===== src/rtl/snake_engine.sv =====
// snake_engine
// Snake movement, growth and collision engine for the VGA snake game.
// The head and up to MAX_LEN body segments are held as grid-cell coordinates.
// Each update tick moves the snake one cell along its heading, shifts the
// body, consumes pending growth and checks for wall and self collision.
// Every cycle the incoming pixel position is tested against the head cell and
// the active body cells; the results are registered for the pixel mixer.
//
// Ports:
//   clk          pixel clock, rising edge
//   reset        asynchronous, active-high
//   update       single-cycle move tick
//   direction    requested direction (0 idle, 1 up, 2 down, 3 left, 4 right; 5-7 idle)
//   grow         single-cycle apple-eaten pulse, adds GROW pending segments
//   restart      synchronous return to the start position (wins over update/grow)
//   x_pos/y_pos  current pixel coordinate
//   head_active  registered: last pixel was inside the head cell
//   body_active  registered: last pixel was inside an active body segment
//   rgb          HEAD_RGB / BODY_RGB / 0 from the two registered flags
//   length       current body segment count
//   wall_hit     sticky wall-collision flag
//   self_hit     sticky self-collision flag
//   dead         engine is in DEAD
module snake_engine #(
  parameter int         CELL     = 10,
  parameter int         BIT      = 10,
  parameter int         GRID_W   = 64,
  parameter int         GRID_H   = 48,
  parameter int         CW       = 6,
  parameter int         MAX_LEN  = 16,
  parameter int         X_START  = 32,
  parameter int         Y_START  = 24,
  parameter int         WRAP     = 0,
  parameter int         GROW     = 2,
  parameter logic [2:0] HEAD_RGB = 3'b110,
  parameter logic [2:0] BODY_RGB = 3'b010
) (
  input  logic           clk,
  input  logic           reset,
  input  logic           update,
  input  logic [2:0]     direction,
  input  logic           grow,
  input  logic           restart,
  input  logic [BIT-1:0] x_pos,
  input  logic [BIT-1:0] y_pos,
  output logic           head_active,
  output logic           body_active,
  output logic [2:0]     rgb,
  output logic [7:0]     length,
  output logic           wall_hit,
  output logic           self_hit,
  output logic           dead
);

  localparam int         PW       = BIT + CW;
  localparam logic [7:0] MAX_LEN8 = 8'(MAX_LEN);

  typedef enum logic [2:0] {D_IDLE = 3'd0, D_UP = 3'd1, D_DOWN = 3'd2,
                            D_LEFT = 3'd3, D_RIGHT = 3'd4} dir_t;
  typedef enum logic [1:0] {S_WAIT, S_RUN, S_DEAD} state_t;

  state_t        state;
  dir_t          heading;
  logic [CW-1:0] head_x, head_y;
  logic [CW-1:0] seg_x [MAX_LEN];
  logic [CW-1:0] seg_y [MAX_LEN];
  logic [7:0]    pending;

  function automatic logic is_opposite(input dir_t a, input dir_t b);
    case (a)
      D_UP:    return b == D_DOWN;
      D_DOWN:  return b == D_UP;
      D_LEFT:  return b == D_RIGHT;
      D_RIGHT: return b == D_LEFT;
      default: return 1'b0;
    endcase
  endfunction

  // Cell bounds are formed at BIT+CW width so cx*CELL+CELL never truncates.
  function automatic logic in_cell(input logic [CW-1:0] cx, input logic [CW-1:0] cy,
                                   input logic [BIT-1:0] px, input logic [BIT-1:0] py);
    logic [PW-1:0] x0, y0, xp, yp;
    x0 = PW'(cx) * PW'(CELL);
    y0 = PW'(cy) * PW'(CELL);
    xp = PW'(px);
    yp = PW'(py);
    return (xp >= x0) && (xp < x0 + PW'(CELL)) && (yp >= y0) && (yp < y0 + PW'(CELL));
  endfunction

  // Effective heading: a valid, non-reversing request replaces the heading.
  dir_t req_dir, eff_dir;
  always_comb begin
    case (direction)
      3'd1:    req_dir = D_UP;
      3'd2:    req_dir = D_DOWN;
      3'd3:    req_dir = D_LEFT;
      3'd4:    req_dir = D_RIGHT;
      default: req_dir = D_IDLE;
    endcase
    eff_dir = heading;
    if (req_dir != D_IDLE && !is_opposite(req_dir, heading)) eff_dir = req_dir;
  end

  // Next head cell; off_grid only asserts at an edge when wrapping is disabled.
  logic [CW-1:0] nx, ny;
  logic          off_grid;
  always_comb begin
    nx       = head_x;
    ny       = head_y;
    off_grid = 1'b0;
    case (eff_dir)
      D_UP:    if (head_y == '0) begin off_grid = (WRAP == 0); ny = CW'(GRID_H - 1); end
               else ny = head_y - CW'(1);
      D_DOWN:  if (head_y == CW'(GRID_H - 1)) begin off_grid = (WRAP == 0); ny = '0; end
               else ny = head_y + CW'(1);
      D_LEFT:  if (head_x == '0) begin off_grid = (WRAP == 0); nx = CW'(GRID_W - 1); end
               else nx = head_x - CW'(1);
      D_RIGHT: if (head_x == CW'(GRID_W - 1)) begin off_grid = (WRAP == 0); nx = '0; end
               else nx = head_x + CW'(1);
      default: ;
    endcase
  end

  logic do_move, commit, wall_move;
  assign do_move   = update && !restart && (state != S_DEAD) && (eff_dir != D_IDLE);
  assign commit    = do_move && !off_grid;
  assign wall_move = do_move && off_grid;

  // Growth: a grow pulse lands before the same-cycle move may consume it.
  logic [8:0] psum;
  logic [7:0] pend_g, pend_n, len_n;
  logic       consume;
  always_comb begin
    psum    = {1'b0, pending} + 9'(GROW);
    pend_g  = grow ? (psum[8] ? 8'hFF : psum[7:0]) : pending;
    consume = commit && (pend_g != 8'd0) && (length < MAX_LEN8);
    len_n   = consume ? length + 8'd1 : length;
    pend_n  = (len_n == MAX_LEN8) ? 8'd0 : (consume ? pend_g - 8'd1 : pend_g);
  end

  // New segment 0 is the old head and new segment k is old segment k-1.
  logic self_col;
  always_comb begin
    self_col = (len_n != 8'd0) && (nx == head_x) && (ny == head_y);
    for (int k = 1; k < MAX_LEN; k++)
      if ((8'(k) < len_n) && (seg_x[k-1] == nx) && (seg_y[k-1] == ny)) self_col = 1'b1;
  end

  logic head_hit, body_hit;
  always_comb begin
    head_hit = in_cell(head_x, head_y, x_pos, y_pos);
    body_hit = 1'b0;
    for (int k = 0; k < MAX_LEN; k++)
      if ((8'(k) < length) && in_cell(seg_x[k], seg_y[k], x_pos, y_pos)) body_hit = 1'b1;
  end

  always_ff @(posedge clk or posedge reset) begin
    if (reset) begin
      state       <= S_WAIT;
      heading     <= D_IDLE;
      head_x      <= CW'(X_START);
      head_y      <= CW'(Y_START);
      length      <= 8'd0;
      pending     <= 8'd0;
      wall_hit    <= 1'b0;
      self_hit    <= 1'b0;
      head_active <= 1'b0;
      body_active <= 1'b0;
    end else begin
      head_active <= head_hit;
      body_active <= body_hit;
      if (restart) begin
        state    <= S_WAIT;
        heading  <= D_IDLE;
        head_x   <= CW'(X_START);
        head_y   <= CW'(Y_START);
        length   <= 8'd0;
        pending  <= 8'd0;
        wall_hit <= 1'b0;
        self_hit <= 1'b0;
      end else begin
        pending <= pend_n;
        if (commit) begin
          head_x  <= nx;
          head_y  <= ny;
          length  <= len_n;
          heading <= eff_dir;
          if (self_col) begin
            self_hit <= 1'b1;
            state    <= S_DEAD;
          end else begin
            state    <= S_RUN;
          end
        end else if (wall_move) begin
          heading  <= eff_dir;
          wall_hit <= 1'b1;
          state    <= S_DEAD;
        end
      end
    end
  end

  // Segment storage needs no reset: entries at or beyond length are masked.
  always_ff @(posedge clk) begin
    if (commit) begin
      seg_x[0] <= head_x;
      seg_y[0] <= head_y;
      for (int k = 1; k < MAX_LEN; k++) begin
        seg_x[k] <= seg_x[k-1];
        seg_y[k] <= seg_y[k-1];
      end
    end
  end

  assign dead = (state == S_DEAD);
  assign rgb  = head_active ? HEAD_RGB : (body_active ? BODY_RGB : 3'b000);

endmodule


===== config.mk =====
export PLATFORM = sky130hd
export DESIGN_NAME = snake_engine
export DESIGN_NICKNAME = d
export VERILOG_FILES = /design/src/rtl/snake_engine.sv
export SDC_FILE = /design/constraint.sdc
export NUM_CORES = 2
export LEC_CHECK = 0
export CAP_MARGIN = 20
export CELL_PAD_IN_SITES_DETAIL_PLACEMENT = 1
export CELL_PAD_IN_SITES_GLOBAL_PLACEMENT = 2
export CORE_MARGIN = 1
export CORE_UTILIZATION = 33
export DETAILED_ROUTE_END_ITERATION = 6
export GPL_TIMING_DRIVEN = 0
export PLACE_DENSITY_LB_ADDON = 0.2
export SYNTH_ARGS = -nofsm -noshare
export SYNTH_HDL_FRONTEND = slang
export SYNTH_SLANG_ARGS = --single-unit
export TNS_END_PERCENT = 50

===== constraint.sdc =====
create_clock -name clk -period 9.5 [get_ports clk]
set_input_delay 1.9 -clock clk [delete_from_list [all_inputs] [get_ports clk]]
set_output_delay 1.9 -clock clk [all_outputs]
set_load 0.01 [all_outputs]

# [After elaboration in Yosys (flattened, before gate mapping)]
# Memory sizes are Yosys's and may differ from the RTL's.
# Index checks and enable logic that the tools add are counted.
[totals] ramBits=192 reg_bits=37 output_inout_bits=16 memories=2 word_cells=437
[op_classes] eq_ne=54 n_mux=74 reduce_logical=122 add_sub_neg=41 multipliers=34 magnitude_cmp=100
[mem_list] memory="seg_x" words=16 width=6 rd=16 rd_clocked_by_memory_dff=0 write_ports=16 line="65" rtl="logic [CW-1:0] seg_x [MAX_LEN];"
[mem_list] memory="seg_y" words=16 width=6 rd=16 rd_clocked_by_memory_dff=0 write_ports=16 line="66" rtl="logic [CW-1:0] seg_y [MAX_LEN];"
[ops] cell="10-bit by 4-bit adder with 11-bit output (second input constant)" n=34
[ops] cell="10-bit by 11-bit less-than comparator with 1-bit output" n=34
[ops] cell="10-bit greater-or-equal comparator" n=34
[ops] cell="6-bit by 3-bit multiplier with 9-bit output (second input constant)" n=34
[ops] cell="6-bit equality test" n=32
[ops] cell="4-bit by 8-bit less-than comparator with 1-bit output (first input constant)" n=16
[ops] cell="1-bit logical AND" n=107
[ops] cell="3-bit by 8-bit less-than comparator with 1-bit output (first input constant)" n=8
[ops] cell="8-bit 2-to-1 mux" n=8
[ops] cell="6-bit 2-to-1 mux" n=8
[ops] cell="1-bit 2-to-1 mux" n=43
[ops] cell="2-bit by 8-bit less-than comparator with 1-bit output (first input constant)" n=4
[ops] cell="3-bit by 2-bit equality test with 1-bit output (second input constant)" n=8
[ops] cell="1-bit by 8-bit less-than comparator with 1-bit output (first input constant)" n=3
[ops] cell="6-bit one-hot mux with 2 select lines" n=2
[ops] cell="8-bit nonzero test" n=2
[ops] cell="3-bit 2-to-1 mux" n=5
[ops] cell="6-bit by 1-bit adder with 6-bit output (second input constant)" n=2
[ops] cell="3-bit by 1-bit equality test with 1-bit output (second input constant)" n=4
[ops] cell="3-bit equality test (second input constant)" n=4
[ops] cell="6-bit equality test (second input constant)" n=2
[ops] cell="6-bit logical NOT" n=2
[ops] cell="3-bit one-hot mux with 4 select lines" n=1
[ops] cell="6-bit by 1-bit subtractor with 6-bit output (second input constant)" n=2
[ops] cell="other kinds (13)" n=26

# [Longest topological paths before layout]
[depth] ltp_word=35 depth_mapped=19 ltp_nobuf=19

# [Worst setup path after synthesis]
# No wires, ideal clock.
[synth_path] path_kind="input to register" start="input direction[2]" end="memory seg_x[0][0], enable pin" slack_ps=624 path_stages=7 setup_time_ps=1730 path_buffers=2 required_ps=7770 t_arrival_ps=7146 path_cell_list="clkbuf_1 > a2111oi_0 > o21ai_1 > and4b_1 > buf_2 > nand2_1 > clkinv_1"
[synth_rtl] element="from (decl)" line="41" rtl="input logic [2:0] direction,"
[synth_rtl] element="to (decl)" line="65"

# [Worst setup path in the final report]
[layout_path] start="input direction[2]" end="register state[1]"
[layout_between] elab_chain_cells=35 elab_cells_between_ends=128 classes_between="order compare: 15; eq/ne: 44; mux: 25; reduce/logical: 44"
[layout_lines] element="3-bit equality test, or another cell as far along" line="93" rtl="case (direction)"
[layout_lines] element="3-bit one-hot mux with 4 select lines *" line="93"
[layout_lines] element="3-bit equality test, or another cell as far along" line="70" rtl="case (a)"
[layout_lines] element="1-bit one-hot mux with 4 select lines" line="70"
[layout_lines] element="1-bit logical NOT" line="101" rtl="if (req_dir != D_IDLE && !is_opposite(req_dir, heading)) eff_dir = req_dir;"
[layout_lines] element="1-bit logical AND" line="101"
[layout_lines] element="3-bit 2-to-1 mux *" line="101"
[layout_lines] element="3-bit equality test, or another cell as far along" line="111" rtl="case (eff_dir)"
[layout_lines] element="[3 not listed]"
[layout_lines] element="1-bit logical AND (2 in a row)" line="136" rtl="consume = commit && (pend_g != 8'd0) && (length < MAX_LEN8);"
[layout_lines] element="8-bit 2-to-1 mux" line="137" rtl="len_n = consume ? length + 8'd1 : length;"
[layout_lines] element="1-bit by 8-bit less-than comparator with 1-bit output or 8-bit nonzero test (tied branches)" line="146, 144"
[layout_lines] element="1-bit logical AND (on tied branches) (2 in a row)" line="146, 144"
[layout_lines] element="1-bit 2-to-1 mux (15 in a row)" line="146" rtl="if ((8'(k) < len_n) && (seg_x[k-1] == nx) && (seg_y[k-1] == ny)) self_col = 1'b1;"
[layout_lines] element="2-bit 2-to-1 mux" line="188" rtl="if (self_col) begin"
[layout_lines] element="2-bit 2-to-1 mux" line="183" rtl="if (commit) begin"
[layout_lines] element="2-bit 2-to-1 mux" line="172" rtl="if (restart) begin"
[layout_lines] element="to (signal assigned)" line="173" rtl="state <= S_WAIT;"
[layout_lines] element="to (signal assigned)" line="190" rtl="state <= S_DEAD;"
[layout_lines] element="to (signal assigned)" line="192" rtl="state <= S_RUN;"
[layout_lines] element="to (decl)" line="62" rtl="state_t state;"
# Mark *: on every way between the ends. The rest lies on a longest branch, timed or not.
# A chain may end at the register's enable or synchronous reset.

==> results.md <==
* Status: finished with violations
* Violated checks: design-rule violations
* Critical Path AT at 7.89 ns
* Layout cells sized above 1 at under 10%
* Mapped Area at 35300 um2
* Fillers at 12300
* Die Y at 329 um
* Vias at ~29000
* Initial Utilization at 33.4%
* Final Critical Period at 7.38 ns
* Ports at 44
* Die width at 329 um
* Critical path type: in -> reg
* Synth Area in Compound Gates at between 10% and 20%
* CTS Buf Count at 36
* Pin count of the biggest net entering global routing at 85
* Root Driver: clkbuf_16
* Post-synthesis adder-cell area fraction at between 30% and 40%
* Total wire length at 124000 um
* Largest family of logic cells by synthesized area: adder cells
* Pre-antenna DRT Iters at 7
* Final setup fails at 0
* Synthesis warning total at 0
* Ys flop type: edfxtp_1
* Area Overhead vs Synth at 10.9%
* Seq/Total Area, Yosys at between 10% and 20%
* #FFs+latches synth at 229
* # Max-Cap Violations at 0
* Total die area at 108000 um2
* CTS sink cnt at 229
* Number of distinct library cells after synthesis at between 90 and 100
* Non-Filler Instances at 5402
* Post-CTS Repair Setup Buffers at 0
* Hold violation count in the final report at 0
* Dpl cells at 5334
* Starting DRT DRC Count at around 1400
* DR vias/cell at 5.32
* Hold Crit Class: reg -> reg
* CP Capture Type: flop
* Storage cell area at 6700 um2
* # resized after CTS at 0
* Yosys top cell area share at 32.8%
* Pwr Density at 142 nW/um2
* Max Buffers Root-to-Sink at 3
* Count leader, synth: ha_1
* Routed len/inst at between 20 and 25 um
* Multiplexer share of the synthesized area at 0.436%
* Asr flop ratio synth at 16.2%
* Synth area leaders: ha_1 33%, edfxtp_1 16%, xnor2_1 9.4%
* Final net count at between 4000 and 5000
* CTS tree: yes
* Least-Margin Pin Slew at 1.10 ns
* Max frequency at 135 MHz
* Site row count at 119
* PortBufs at 42
* RSZ-0062 raised after global routing: no
* Final instance area at roughly 40000 um2
* Post-CTS Hold Buffers at 0
* Clock slew at reported path FFs at 0.06 ns
* Post-Synth XOR/XNOR Area at about an eighth
* Gpl congestion at 0.969
* Multi-input gate area at about 27000 um2
* CP startpoint kind: input port
* First-pass GRT wire length at 188000 um
* Peak VDD IR at 0.127 mV
* Post-synth top cells: 925 x ha_1, 428 x inv_1, 378 x xnor2_1, 269 x a21oi_1, 246 x o21ai_0
* Post-synth EDFFs at 192
* Final antenna-violating net count at 0
* Number of global-route vias before repair at 29500
* GR Util All Layers at between 20 and 25%
* Clk_skew at 0.0393 ns
* Grt total ovfl at 0
* CP Max Fanout at 10
* Placed Area at between 30000 and 40000 um2
* Area leader, netlist: ha_1
* Worst relative slew slack at 24.9%
* Tcrit/Tclk final at 77.7%
* Synth Instances at 3876
* Post-Syn Area per Cell at roughly 9.1 um2
* Dpl hpwl at 99100 um
* Slew Limit Fails at 0
* Leak at 0.0180 uW
* Placeable Area at 106000 um2
* Initial antenna violation count at 2
* Post-Syn Nets at slightly below 5000
* Synth Area in Simple Gates at 11.7%
* Worst EP required at about 10 ns
* Worst skew pair latency at 0.58 ns
* DRC viols at 8
* Htree depth at 2
[per-stage QoR]
step | setup TNS (ns) | power [uW] | worst slack [ns] | utilization [%] | hold slack (ns)
after floorplan | 0 | 3270 | 0.624 | - | 0.448
after global placement | -861.61 | 4070 | -4.81 | 35.5 | 0.463
after detailed placement | 0 | 4130 | 1.76 | 35.8 | 0.480
after CTS | 0 | 5620 | 2.36 | 37.0 | 0.495
after global routing | 0 | 6030 | 2.28 | 37.1 | 0.513
final | 0 | 5570 | 2.12 | 37.1 | 0.495
[layout make-up]
cell class	count	share of cell area, %
Antenna cell	1	0.00639
Buffer	61	0.782
Clock buffer	45	2.52
Clock inverter	19	0.683
Inverter	429	4.12
Multi-Input combinational cell	3157	68.2
Sequential cell	229	17.1
Tap cell	1391	4.44
Timing Repair Buffer	70	2.16
[worst max-delay path, cell delays in order]
cell and delay [ns]:
clkdlybuf4s50_1 0.55, clkbuf_1 0.35, o21bai_1 0.22, a21boi_0 0.55, nor3_1 0.17, a311oi_2 0.76
buf_4 0.29, buf_4 0.29, xnor2_1 0.24, o21ai_0 0.15, a2111oi_0 0.88, o2111ai_1 0.53
o31a_1 0.28, nor4b_1 0.22, nand4_1 0.27, a21boi_2 0.21
[state kept, by name, indices dropped and copies added, names as in the netlist]
signal,count
head_active,1
seg_x,96
seg_y,96
heading,3
wall_hit,1
pending,8
state,2
head_x,6
head_y,6
self_hit,1
length,8
body_active,1
[per-layer routing]
layer | GRT usage, % | wire length (um) | vias up | part of all wire, %
met1 | 32.7 | 62100 | 14100 | 50
li1 | - | - | 14100 | -
met2 | 37.1 | 55500 | 408 | 45
met3 | 2.01 | 3580 | 121 | 2.9
met5 | 0 | 0 | - | 0
met4 | 5.96 | 3260 | 0 | 2.6
[cells by family after synthesis]
kind of cell             Yosys count
XOR/XNOR                         480
AND/OR/NAND/NOR                  762
other                              1
adder cells (fa/ha/maj)          959
multiplexers                      15
buffers and inverters            490
AO/OA/AOI/OAI                    940
flip-flops                       229
[report_power, final]
group	internal (uW)	total (uW)	switching [uW]
combinational	1200	2810	1600
sequential	1180	1310	129
clock	902	1460	561
[worst paths after layout]
| check | slack [ns] | startpoint | end | cells after the start |
|---|---|---|---|---|
| max in group asynchronous | 7.40 | reset | head_x[5] | 3 |
| worst min register to register | 0.50 | state[0] | state[0] | 2 |
| worst max-delay path | 2.12 | direction[2] | state[1] | 16 |
| min in group asynchronous | 1.54 | reset | body_active | 2 |
| worst min-delay path | 0.50 | state[0] | state[0] | 2 |
| worst max register to register | 3.57 | head_x[0] | state[1] | 15 |
[placed cells by master (no fill, tap or decap), drive strengths merged, types with 9 or more instances in the layout]
master	synthesis	layout
a211oi	20	20
a2111oi	15	15
xor2	101	101
nand3	89	89
buf	28	69
nand2	84	84
a21o	138	138
nor4	18	18
nor3	105	105
dfrtp	34	34
clkbuf	33	80
edfxtp	192	192
nor2	128	128
nor2b	118	118
mux2i	12	12
o211ai	19	19
xnor2	379	379
clkdlybuf4s50	0	26
or3	36	36
a21oi	270	270
and3	9	9
inv	428	429
o21a	131	131
ha	925	925
and2	37	37
nand2b	58	58
clkinv	1	10
o2111ai	13	13
nand4	29	29
o21ai	249	249
a31oi	13	13
fa	34	34
(Power assumes the default switching activity.)
